<file path="src/rtl/if_fetch_pkg.sv">
// ---------------------------------------------------------------------------
// if_fetch_pkg: shared definitions for the instruction-fetch stage.
//   - fetch_state_t : fetch FSM state encodings (IDLE / WAIT / DISCARD)
//   - OP_* / FUNCT3_* : RV32I opcode and funct3 fields used by this stage
//   - NOP_INST_DEFAULT, RESET_PC_DEFAULT : default bubble word and boot PC
//   - align_word() : force an address onto a 4-byte instruction boundary
// ---------------------------------------------------------------------------
package if_fetch_pkg;

  typedef enum logic [1:0] {
    FETCH_IDLE    = 2'd0,
    FETCH_WAIT    = 2'd1,
    FETCH_DISCARD = 2'd2
  } fetch_state_t;

  localparam logic [6:0] OP_IMM      = 7'b0010011;
  localparam logic [2:0] FUNCT3_ADDI = 3'b000;

  // addi x0, x0, 0
  localparam logic [31:0] NOP_INST_DEFAULT = {12'h000, 5'd0, FUNCT3_ADDI, 5'd0, OP_IMM};
  localparam logic [31:0] RESET_PC_DEFAULT = 32'h0000_0000;

  function automatic logic [31:0] align_word(input logic [31:0] addr);
    return {addr[31:2], 2'b00};
  endfunction

endpackage

</file>
<file path="src/rtl/if_skid_buf.sv">
// ---------------------------------------------------------------------------
// if_skid_buf: one-entry {pc, inst} holding slot for a fetched word that
// arrives while the IF/ID register is occupied and stalled.
//   clk, rst          : clock, synchronous active-high reset
//   push, push_pc/inst: capture a word (slot becomes full)
//   pop               : slot has been consumed (slot becomes empty)
//   flush             : discard contents (wins over push/pop)
//   full, pc, inst    : slot status and contents
// ---------------------------------------------------------------------------
module if_skid_buf
  import if_fetch_pkg::*;
(
  input  logic        clk,
  input  logic        rst,
  input  logic        push,
  input  logic        pop,
  input  logic        flush,
  input  logic [31:0] push_pc,
  input  logic [31:0] push_inst,
  output logic        full,
  output logic [31:0] pc,
  output logic [31:0] inst
);

  // Slot occupancy and payload.
  always_ff @(posedge clk) begin
    if (rst) begin
      full <= 1'b0;
      pc   <= 32'h0000_0000;
      inst <= 32'h0000_0000;
    end else if (flush) begin
      full <= 1'b0;
    end else if (push) begin
      full <= 1'b1;
      pc   <= push_pc;
      inst <= push_inst;
    end else if (pop) begin
      full <= 1'b0;
    end else begin
      full <= full;
    end
  end

endmodule

</file>
<file path="src/rtl/if_fetch.sv">
// ---------------------------------------------------------------------------
// if_fetch: instruction-fetch stage feeding decode through the IF/ID register.
// Issues one req/ack memory read at a time, holds IF/ID under stall (spilling
// one returning word into a skid slot), and redirects on a taken branch,
// discarding any in-flight fetch made stale by the redirect.
//   clk, rst                 : clock, synchronous active-high reset
//   stall_i                  : decode stalled, hold IF/ID
//   branch_i, branch_addr_i  : redirect request and target
//   mem_req_o, mem_addr_o    : fetch request (held until ack) and address
//   mem_ack_i, mem_rdata_i   : one-cycle ack pulse with instruction word
//   pc_o, inst_o, inst_valid_o : IF/ID register
// ---------------------------------------------------------------------------
module if_fetch
  import if_fetch_pkg::*;
#(
  parameter logic [31:0] RESET_PC = RESET_PC_DEFAULT,
  parameter logic [31:0] NOP_INST = NOP_INST_DEFAULT
) (
  input  logic        clk,
  input  logic        rst,
  input  logic        stall_i,
  input  logic        branch_i,
  input  logic [31:0] branch_addr_i,
  output logic        mem_req_o,
  output logic [31:0] mem_addr_o,
  input  logic        mem_ack_i,
  input  logic [31:0] mem_rdata_i,
  output logic [31:0] pc_o,
  output logic [31:0] inst_o,
  output logic        inst_valid_o
);

  fetch_state_t state;
  logic [31:0]  fetch_pc;
  logic [31:0]  target;
  logic         redirect;
  logic         take_ack;
  logic         reg_free;
  logic         skid_push;
  logic         skid_pop;
  logic         skid_full;
  logic [31:0]  skid_pc;
  logic [31:0]  skid_inst;

  // A branch only counts when decode actually holds a real, advancing instruction.
  assign redirect  = branch_i & inst_valid_o & ~stall_i;
  assign target    = align_word(branch_addr_i);
  // Only an ack for a live (WAIT) request carries usable data; redirect kills it.
  assign take_ack  = (state == FETCH_WAIT) & mem_ack_i & ~redirect;
  assign reg_free  = ~inst_valid_o | ~stall_i;
  assign skid_push = take_ack & ~reg_free;
  assign skid_pop  = skid_full & ~stall_i & ~redirect;

  assign mem_addr_o = fetch_pc;

  if_skid_buf u_skid (
    .clk       (clk),
    .rst       (rst),
    .push      (skid_push),
    .pop       (skid_pop),
    .flush     (redirect),
    .push_pc   (fetch_pc),
    .push_inst (mem_rdata_i),
    .full      (skid_full),
    .pc        (skid_pc),
    .inst      (skid_inst)
  );

  // Fetch FSM: owns fetch_pc and the registered request strobe.
  always_ff @(posedge clk) begin
    if (rst) begin
      state     <= FETCH_IDLE;
      fetch_pc  <= RESET_PC;
      mem_req_o <= 1'b0;
    end else begin
      case (state)
        FETCH_IDLE: begin
          if (redirect) begin
            fetch_pc <= target;
          end else if (!skid_full) begin
            state     <= FETCH_WAIT;
            mem_req_o <= 1'b1;
          end else begin
            state <= FETCH_IDLE;
          end
        end
        FETCH_WAIT: begin
          if (redirect) begin
            fetch_pc <= target;
            // Same-cycle ack is simply dropped; otherwise wait it out.
            if (mem_ack_i) begin
              state     <= FETCH_IDLE;
              mem_req_o <= 1'b0;
            end else begin
              state <= FETCH_DISCARD;
            end
          end else if (mem_ack_i) begin
            fetch_pc  <= fetch_pc + 32'd4;
            state     <= FETCH_IDLE;
            mem_req_o <= 1'b0;
          end else begin
            state <= FETCH_WAIT;
          end
        end
        FETCH_DISCARD: begin
          if (redirect) begin
            fetch_pc <= target;
          end
          if (mem_ack_i) begin
            state     <= FETCH_IDLE;
            mem_req_o <= 1'b0;
          end
        end
        default: begin
          state     <= FETCH_IDLE;
          mem_req_o <= 1'b0;
        end
      endcase
    end
  end

  // IF/ID pipeline register: redirect flush > skid drain > ack load > bubble.
  always_ff @(posedge clk) begin
    if (rst) begin
      pc_o         <= 32'h0000_0000;
      inst_o       <= NOP_INST;
      inst_valid_o <= 1'b0;
    end else if (redirect) begin
      inst_o       <= NOP_INST;
      inst_valid_o <= 1'b0;
    end else if (!stall_i) begin
      if (skid_full) begin
        pc_o         <= skid_pc;
        inst_o       <= skid_inst;
        inst_valid_o <= 1'b1;
      end else if (take_ack) begin
        pc_o         <= fetch_pc;
        inst_o       <= mem_rdata_i;
        inst_valid_o <= 1'b1;
      end else begin
        inst_o       <= NOP_INST;
        inst_valid_o <= 1'b0;
      end
    end else if (take_ack && !inst_valid_o) begin
      // Stalled but empty: the register is free, so no need to use the skid.
      pc_o         <= fetch_pc;
      inst_o       <= mem_rdata_i;
      inst_valid_o <= 1'b1;
    end else begin
      inst_valid_o <= inst_valid_o;
    end
  end

endmodule

</file>
<file path="config.mk">
export PLATFORM = sky130hd
export DESIGN_NAME = if_fetch
export DESIGN_NICKNAME = d
export VERILOG_FILES = /design/src/rtl/if_fetch_pkg.sv /design/src/rtl/if_skid_buf.sv /design/src/rtl/if_fetch.sv
export SDC_FILE = /design/constraint.sdc
export NUM_CORES = 1
export LEC_CHECK = 0
export BUFFER_PORTS_ARGS = -buffer_cell sky130_fd_sc_hd__buf_2
export CORE_ASPECT_RATIO = 1.2
export CORE_MARGIN = 2
export CORE_UTILIZATION = 50
export CTS_CLUSTER_SIZE = 24
export DETAILED_ROUTE_END_ITERATION = 12
export MAX_ROUTING_LAYER = met4
export PLACE_DENSITY = 0.75
export SLEW_MARGIN = 20
export SYNTH_ARGS = -nofsm -noshare
export SYNTH_HDL_FRONTEND = slang
export SYNTH_HIERARCHICAL = 1
export SYNTH_SLANG_ARGS = --single-unit
</file>
<file path="constraint.sdc">
create_clock -name clk -period 5.6 [get_ports clk]
set_input_delay 1.4 -clock clk [delete_from_list [all_inputs] [get_ports clk]]
set_output_delay 1.4 -clock clk [all_outputs]
set_load 0.05 [all_outputs]
</file>
# [Word-level counts from Yosys, hierarchy flattened]
# Index checks and enable logic that the tools add are counted.
[totals] register_bits=165 inputBits=69 output_inout_bits=98 elab_cells=74
[classes] n_addsub=1 eq_ne=9 mux=29 bitwise=12 reduce_logical=14
[ops] operator="$mux W32" n=11
[ops] operator="$pmux W32 S2" n=1
[ops] operator="$add A32 B3 Y32 const B" n=1
[ops] operator="$mux W1" n=11
[ops] operator="$reduce_and A3 Y1" n=3
[ops] operator="$mux W2" n=4
[ops] operator="$and A1 B1 Y1" n=7
[ops] operator="$ne A2 B1 Y1 const B" n=3
[ops] operator="$ne A2 B2 Y1 const B" n=3
[ops] operator="$pmux W2 S3" n=1
[ops] operator="$reduce_or A2 Y1" n=3
[ops] operator="$not A1 Y1" n=4
[ops] operator="$reduce_and A2 Y1" n=2
[ops] operator="$reduce_bool A2 Y1" n=2
[ops] operator="$ne A3 B3 Y1 const B" n=1
[ops] operator="$reduce_bool A3 Y1" n=1
[ops] operator="$eq A2 B1 Y1 const B" n=1
[ops] operator="$eq A2 B2 Y1 const B" n=1
[ops] operator="$logic_not A2 Y1" n=1
[ops] operator="$pmux W1 S2" n=1
[ops] operator="$logic_and A1 B1 Y1" n=1
[ops] operator="$logic_not A1 Y1" n=1
[ops] operator="$or A1 B1 Y1" n=1

# [Logic depth before layout (Yosys ltp)]
# Gate-level depths: netlist of the first run.
[depth] ltp_word=7 mapped_depth=10 ltp_nobuf=7

# [Cells and area by module]
# Netlist of the first run, hierarchy kept.
[modules_own_cells] module="if_fetch" instances=1 cells_per_inst=636 area_per_inst_um2=4868.4 seq_area_each_um2=1961.9
[modules_own_cells] module="if_skid_buf" instances=1 cells_per_inst=296 area_per_inst_um2=3268.1 seq_area_each_um2=1301.2

# [Least setup slack after synthesis of the first run]
# No wires, ideal clock.
[synth_path] path_type="input to register" start="input port stall_i" end="register fetch_pc[23] (netlist: mem_addr_o[23])" setup_ns=0.074 t_arrival_ns=2.950 t_required_ns=5.526 slack_ns=2.576 path_stages=8 n_path_buf=3 cell_sequence="buf_2 -> nand3b_1 -> buf_2 -> o21a_4 -> or2_1 -> buf_2 -> or4_1 -> a31oi_1"
[synth_between] elab_chain_len=4 elab_cells_between_ends=7 cone_classes="2 x eq/ne; 2 x mux; 2 x bitwise; 1 x reduce/logical"
[synth_lines] element="start, declared" line="if_fetch.sv:21" text="input logic stall_i,"
[synth_lines] element="$not A1 Y1 *" line="if_fetch.sv:46" text="assign redirect = branch_i & inst_valid_o & ~stall_i;"
[synth_lines] element="$and A1 B1 Y1 *" line="if_fetch.sv:46"
[synth_lines] element="$ne A3 B3 Y1 (no line) (tied with other cells)"
[synth_lines] element="$reduce_and A3 Y1 (no line) or $pmux W32 S2 (tied branches)"
[synth_lines] element="end signal, assigned" line="if_fetch.sv:79" text="fetch_pc <= target;"
[synth_lines] element="end signal, assigned" line="if_fetch.sv:89" text="fetch_pc <= target;"
[synth_lines] element="end signal, assigned" line="if_fetch.sv:98" text="fetch_pc <= fetch_pc + 32'd4;"
[synth_lines] element="end, declared" line="if_fetch.sv:34" text="logic [31:0] fetch_pc;"
# Every way passes the cells marked *; elsewhere a longest branch is shown, timed or not.
# A chain may end at the register's enable or synchronous reset.

# [Final worst setup path of the first run]
[layout_path] start="input port stall_i" end="register fetch_pc[8] (netlist: mem_addr_o[8])"
[layout_between] elab_chain_len=4 elab_cells_between_ends=7 cone_classes="2 x eq/ne; 2 x mux; 2 x bitwise; 1 x reduce/logical"
[layout_lines] element="$not A1 Y1 *" line="if_fetch.sv:46"
[layout_lines] element="$and A1 B1 Y1 *" line="if_fetch.sv:46"
[layout_lines] element="via redirect" line="if_fetch.sv:36" text="logic redirect;"
[layout_lines] element="$ne A3 B3 Y1 (no line) (tied with other cells)"
[layout_lines] element="$reduce_and A3 Y1 (no line) or $pmux W32 S2 (tied branches)"
# Mark *: on every way through the listed nets, which the timed path passes. The rest lies on a longest branch.

==> results_dict.tcl, run 1 <==
set metrics [dict create \
    finalHoldViolCount 0 \
    skew_ns 0.00654 \
    worstMarginPinSlew_ns 1.04 \
    final_critical_path_setup_slack_ns 2.23 \
    min_to "pc_o[0]" \
    antenna_left 0 \
    min_from "u_skid/pc[0]" \
    syn_inst 932 \
    grt_pass1_wl_um 34800 \
    outcome "finished clean" \
    ys_dominant_reg_cell "dfxtp_1" \
    holdBufCountCts 0 \
    drive_gt1_frac 0.270 \
    rsz0062_at_grt "no" \
    die_x_um 120 \
    r2r_start "state[0]" \
    power_density_nw_per_um2 311 \
    vias_per_cell 5.88 \
    area_growth_syn_to_layout_pct 16.3 \
    post-route-period-util 0.602 \
    avgRoutedWirePerCell_um 17.2 \
    track_usage 0.256 \
    switchingPower_mw 0.912 \
    post_cts_resized 0 \
    cp_slowest_cell "nor2_2" \
    rows 51 \
    num-fill-cells 1485 \
    yosysWarnings 6 \
    post_cts_buffers 0 \
    syn_avg_cell_area_um2 8.73 \
    cp_num_buf_inv 4 \
    max_slew_margin 0.301 \
    wl_um 21700 \
    insertion_delay_ns 0.42 \
    ys_seq_area_frac 0.401 \
    pwr-share-seq 0.433 \
    cts_tree "yes" \
    first_pass_iters 5 \
    crit_fanout 38 \
    cts_buffers 17 \
    clockBufferDepth 2 \
    path_clk_slew_ns 0.06 \
    cp.required_ns 5.89 \
    worstSetupPathType "input port to register" \
    power.total_mw 2.94 \
    setup_violations 0 \
    worstReg2RegEnd "mem_addr_o[8]" \
    cts_root_buffer "clkbuf_16" \
    drc 0 \
    endpoint_kind "register" \
    r2r_cells 8 \
    worstPathCellList "buf_2, nand3b_1, inv_2, buf_4, nor2_2, buf_4, nand2_1, a21oi_1, a211oi_1" \
    p_leak_nw 3.50 \
    place.gp.congestion 0.879 \
    min_path_type "register to register" \
    p_comb_frac 0.180 \
    fin_crit_ns 3.37 \
    die_area_um2 17300 \
    multi_input_comb_area_um2 4370 \
    final_common_cell "dfxtp_1" \
    cp_common_cell "buf_4" \
    antennaDiodeCount 0 \
    synth_seq_cells 163 \
    drt_iter0_markers 621 \
    layout_common_cells "163 x dfxtp_1, 161 x buf_2, 89 x nand2_1" \
    slew_viol_final 0 \
    arrival_ns 3.66 \
    antenna_found_initial 0 \
    syn_area_um2 8140 \
    io_pins 167 \
    grt_max_degree 79 \
    clockPowerShare 0.387 \
    slowest_delay_ns 0.77 \
    yosysUniqueCellTypes 54 \
    place_ws_ns 1.61 \
    port_buffers 162 \
    seq_area_um2 3260 \
    cts_sinks 163 \
    dp_hpwl_um 13600 \
    dr_total_vias 7440 \
    internal_power_mw 2.03 \
    die_h_um 144 \
    finalSetupTns_ns 0 \
    ctsHtreeMaxLevel 4 \
    synth_edf_count 0 \
    ir_drop_mv 0.215 \
    max_freq_mhz 297 \
    coreArea_um2 16100 \
    cap_violations 0 \
    hold_depth 2 \
    start_kind "input port" \
    swShare 0.310 \
    initial_core_util 0.506 \
    grt.overflow.total 0 \
    grt_pass1_vias 6757 \
    nets 1114 \
    cpLargestDelayFamily "simple AND/OR/NAND/NOR gates" \
    ff2ff_setup_slack_ns 2.90 \
    async_flop_share 0 \
]
## Yosys cell counts (4+ instances only)
library cell | instances | area [um2]
dfxtp_1 | 163 | 3260
nand2_1 | 89 | 334
nor2_1 | 85 | 319
nand2b_1 | 69 | 432
nand4bb_1 | 64 | 721
o21ai_2 | 60 | 526
clkbuf_1 | 54 | 203
nor3_1 | 46 | 230
a21oi_1 | 41 | 205
a311oi_1 | 33 | 289
a221oi_1 | 30 | 263
buf_2 | 26 | 130
o21ai_0 | 23 | 115
nand3_1 | 16 | 80.1
nand4_1 | 12 | 75.1
a31oi_1 | 11 | 68.8
a211oi_1 | 6 | 45.0
buf_12 | 6 | 120
nor4_1 | 6 | 37.5
o22ai_1 | 6 | 37.5
or4_1 | 6 | 45.0
and2_1 | 5 | 31.3
and3_1 | 5 | 31.3
ha_1 | 5 | 62.6
inv_1 | 5 | 18.8
nor3b_1 | 5 | 37.5
buf_4 | 4 | 30.0
o21a_1 | 4 | 30.0
o21ai_1 | 4 | 20.0
## through the flow
| step | area (um2) | util | hold WS (ns) | cells |
|---|---|---|---|---|
| floorplan | 8150 | - | 0.432 | 935 |
| global placement | 8870 | 0.552 | 0.441 | 1232 |
| detailed placement | 8870 | 0.552 | 0.450 | 1232 |
| CTS | 9440 | 0.587 | 0.459 | 1264 |
| global route | 9460 | 0.588 | 0.486 | 1265 |
| finish | 9460 | 0.588 | 0.459 | 1265 |
## worst min-delay path: stages, from the launching register on
cell and delay, ns:
dfxtp_1 0.31, nand2_1 0.05, a21oi_1 0.05
## power by group through the flow
stage                     Combinational, mW  Clock [mW]  Sequential (mW)
after floorplan                       0.214           0             1.47
after global placement                0.522           0             1.30
after detailed placement              0.526           0             1.30
after CTS                             0.528        1.16             1.27
after global routing                  0.568        1.20             1.28
final                                 0.528        1.14             1.27
## registers in the layout, summed over array words and instances (netlist names)
| register | flops |
|---|---|
| pc_o | 32 |
| inst_valid_o | 1 |
| u_skid/inst | 32 |
| u_skid/full | 1 |
| mem_addr_o | 30 |
| u_skid/pc | 32 |
| mem_req_o | 1 |
| state | 2 |
| inst_o | 32 |
## final cells by class
class | count | share of cell area
clock buffers | 21 | 0.0465
clock inverters | 11 | 0.0136
inverters | 6 | 0.00238
multi-input cells | 671 | 0.462
flip-flops and latches | 163 | 0.345
well taps | 212 | 0.0280
repair buffers | 181 | 0.102
## layer usage
metal | vias up | track usage | wire, um
met4 | 0 | 0.0747 | 255
met2 | 285 | 0.411 | 10300
met3 | 21 | 0.0448 | 1450
met5 | - | - | 0
met1 | 3512 | 0.333 | 9650
li1 | 3622 | - | -
## cell families after synthesis
group	Yosys count	share of synthesized area
flops	163	0.401
other cells	1	0.000461
fa+ha+maj	5	0.00769
mux	1	0.00138
compound gates	237	0.217
buf+inv	101	0.0672
simple gates	424	0.305
## worst max path at each step
stage / slack (ns) / to / from / cells past startpoint
3_5_place_dp: 1.61 / u_skid/pc[27] / stall_i / 6
5_1_grt: 2.03 / mem_addr_o[8] / stall_i / 9
3_3_place_gp: 1.63 / u_skid/pc[27] / stall_i / 6
2_1_floorplan: 2.58 / mem_addr_o[23] / stall_i / 8
6_report: 2.23 / mem_addr_o[8] / stall_i / 9
4_1_cts: 2.05 / u_skid/pc[27] / stall_i / 6
(Power assumes the default switching activity.)
==> run 2, diff against run 1 <==
Settings changed: PLACE_DENSITY 0.75 to 0.78.
Clock period 5.6 ns to 2.9 ns, I/O delays scaled along.
==> run 2 against run 1 <==
Effect of this change: critical path depth shrank 2; utilization grew 0.99 points; clock skew grew 0.0034 ns; via count grew 0.54%; final cell count grew 1.1%; non-clock buffer count grew 14; die area is the same; register-to-register slack lost 2.4 ns; sequential power grew 93%; clock-buffer cell count shrank 4; worst hold slack gained 0.0051 ns; critical endpoint is now mem_addr_o[24]; largest cell class unchanged; highest routed layer unchanged.
==> results_dict.tcl, run 2 (synthesized netlist as in run 1, its figures left out) <==
set metrics [dict create \
    met1_usage 0.328 \
    power.total_mw 5.72 \
    grt.overflow.total 0 \
    holdBufCountCts 0 \
    outcome "finished clean" \
    cts_buffers 17 \
    die_h_um 144 \
    rows 51 \
    busiest_layer "met2" \
    grt_max_degree 80 \
    grt_util_met2 0.424 \
    min_from "pc_o[0]" \
    cap_violations 0 \
    cp-startpoint "state[0]" \
    initial_core_util 0.506 \
    cts_root_buffer "clkbuf_16" \
    rsz0062_at_grt "no" \
    r2r_start "state[0]" \
    slew_viol_final 0 \
    first_pass_iters 5 \
    cts_tree "yes" \
    antenna_left 0 \
    post_cts_resized 0 \
    path_clk_slew_ns 0.06 \
    min_path_type "register to register" \
    cts_sinks 163 \
    die_area_um2 17300 \
    ctsHtreeMaxLevel 4 \
    vias_per_cell 5.85 \
    fin_crit_ns 2.44 \
    track_usage 0.258 \
    crit_fanout 12 \
    nets 1128 \
    antennaDiodeCount 0 \
    grt_pass1_wl_um 35100 \
    port_buffers 162 \
    worstSetupPathType "register to register" \
    p_leak_nw 3.61 \
    dr_total_vias 7480 \
    r2r_cells 7 \
    post_cts_buffers 0 \
    hold_depth 2 \
    cp.required_ns 3.25 \
    place.gp.congestion 0.927 \
    worstReg2RegEnd "mem_addr_o[24]" \
    grt_use_met3 0.0528 \
    io_pins 167 \
    layout_common_cells "163 x dfxtp_1, 161 x buf_2, 89 x nand2_1" \
    ff2ff_setup_slack_ns 0.46 \
    ir_drop_mv 0.353 \
    avgRoutedWirePerCell_um 17.2 \
    max_freq_mhz 410 \
    drc 0 \
    start_kind "register" \
    skew_ns 0.00997 \
    coreArea_um2 16100 \
    finalHoldViolCount 0 \
    antenna_found_initial 0 \
    power_density_nw_per_um2 595 \
    final_common_cell "dfxtp_1" \
    max_slew_margin 0.557 \
    min_to "pc_o[0]" \
    drt_iter0_markers 795 \
    drive_gt1_frac 0.283 \
    clockBufferDepth 2 \
    grt_pass1_vias 6778 \
    setup_violations 0 \
    worstMarginPinSlew_ns 0.664 \
    endpoint_kind "register" \
    finalSetupTns_ns 0 \
    area_growth_syn_to_layout_pct 18.2 \
    arrival_ns 2.79 \
    dp_hpwl_um 14000 \
    insertion_delay_ns 0.43 \
    die_x_um 120 \
    post-route-period-util 0.842 \
    wl_um 21900 \
]
==> run 2: report_power, final <==
part | total, mW | switching [mW] | internal, mW
Sequential | 2.45 | 0.0976 | 2.35
Clock | 2.21 | 1.00 | 1.21
Combinational | 1.06 | 0.747 | 0.316
Total | 5.72 | 1.85 | 3.87
==> run 2: final cells by class <==
type | instances | area [um2]
fill | 1464 | 6460
multi-input combinational | 671 | 4370
sequential | 163 | 3260
timing repair buffer | 195 | 1120
clock buffer | 17 | 425
tap | 212 | 265
clock inverter | 15 | 148
inverter | 6 | 22.5
==> run 2: per-stage QoR <==
step / cells / hold slack, ns / utilization / worst slack, ns / area (um2)
finish: 1279 / 0.464 / 0.598 / 0.458 / 9620
global route: 1279 / 0.488 / 0.598 / 0.336 / 9620
CTS: 1279 / 0.468 / 0.598 / 0.460 / 9620
detailed placement: 1247 / 0.454 / 0.563 / 0.292 / 9050
global placement: 1247 / 0.446 / 0.563 / 0.343 / 9050
floorplan: 935 / 0.432 / - / 0.551 / 8150
==> run 2: critical path: stages, from the launching register on <==
cell,delay (ns)
dfxtp_1,0.39
inv_1,0.09
ha_1,0.25
or2_1,0.34
o21a_4,0.27
or2_1,0.35
or4_1,0.52
a31oi_1,0.17
==> run 2: worst max-delay path by stage <==
| stage | depth (start not counted) | endpoint |
|---|---|---|
| 4_1_cts | 7 | mem_addr_o[24] |
| 3_5_place_dp | 7 | inst_o[2] |
| 6_report | 7 | mem_addr_o[24] |
| 3_3_place_gp | 7 | inst_o[2] |
| 2_1_floorplan | 8 | mem_addr_o[23] |
| 5_1_grt | 7 | mem_addr_o[24] |
==> run 2: per-layer routing <==
metal | vias up | share of wire
li1 | 3660 | -
met1 | 3528 | 0.44
met2 | 277 | 0.48
met3 | 15 | 0.065
met4 | 0 | 0.0075
met5 | - | 0
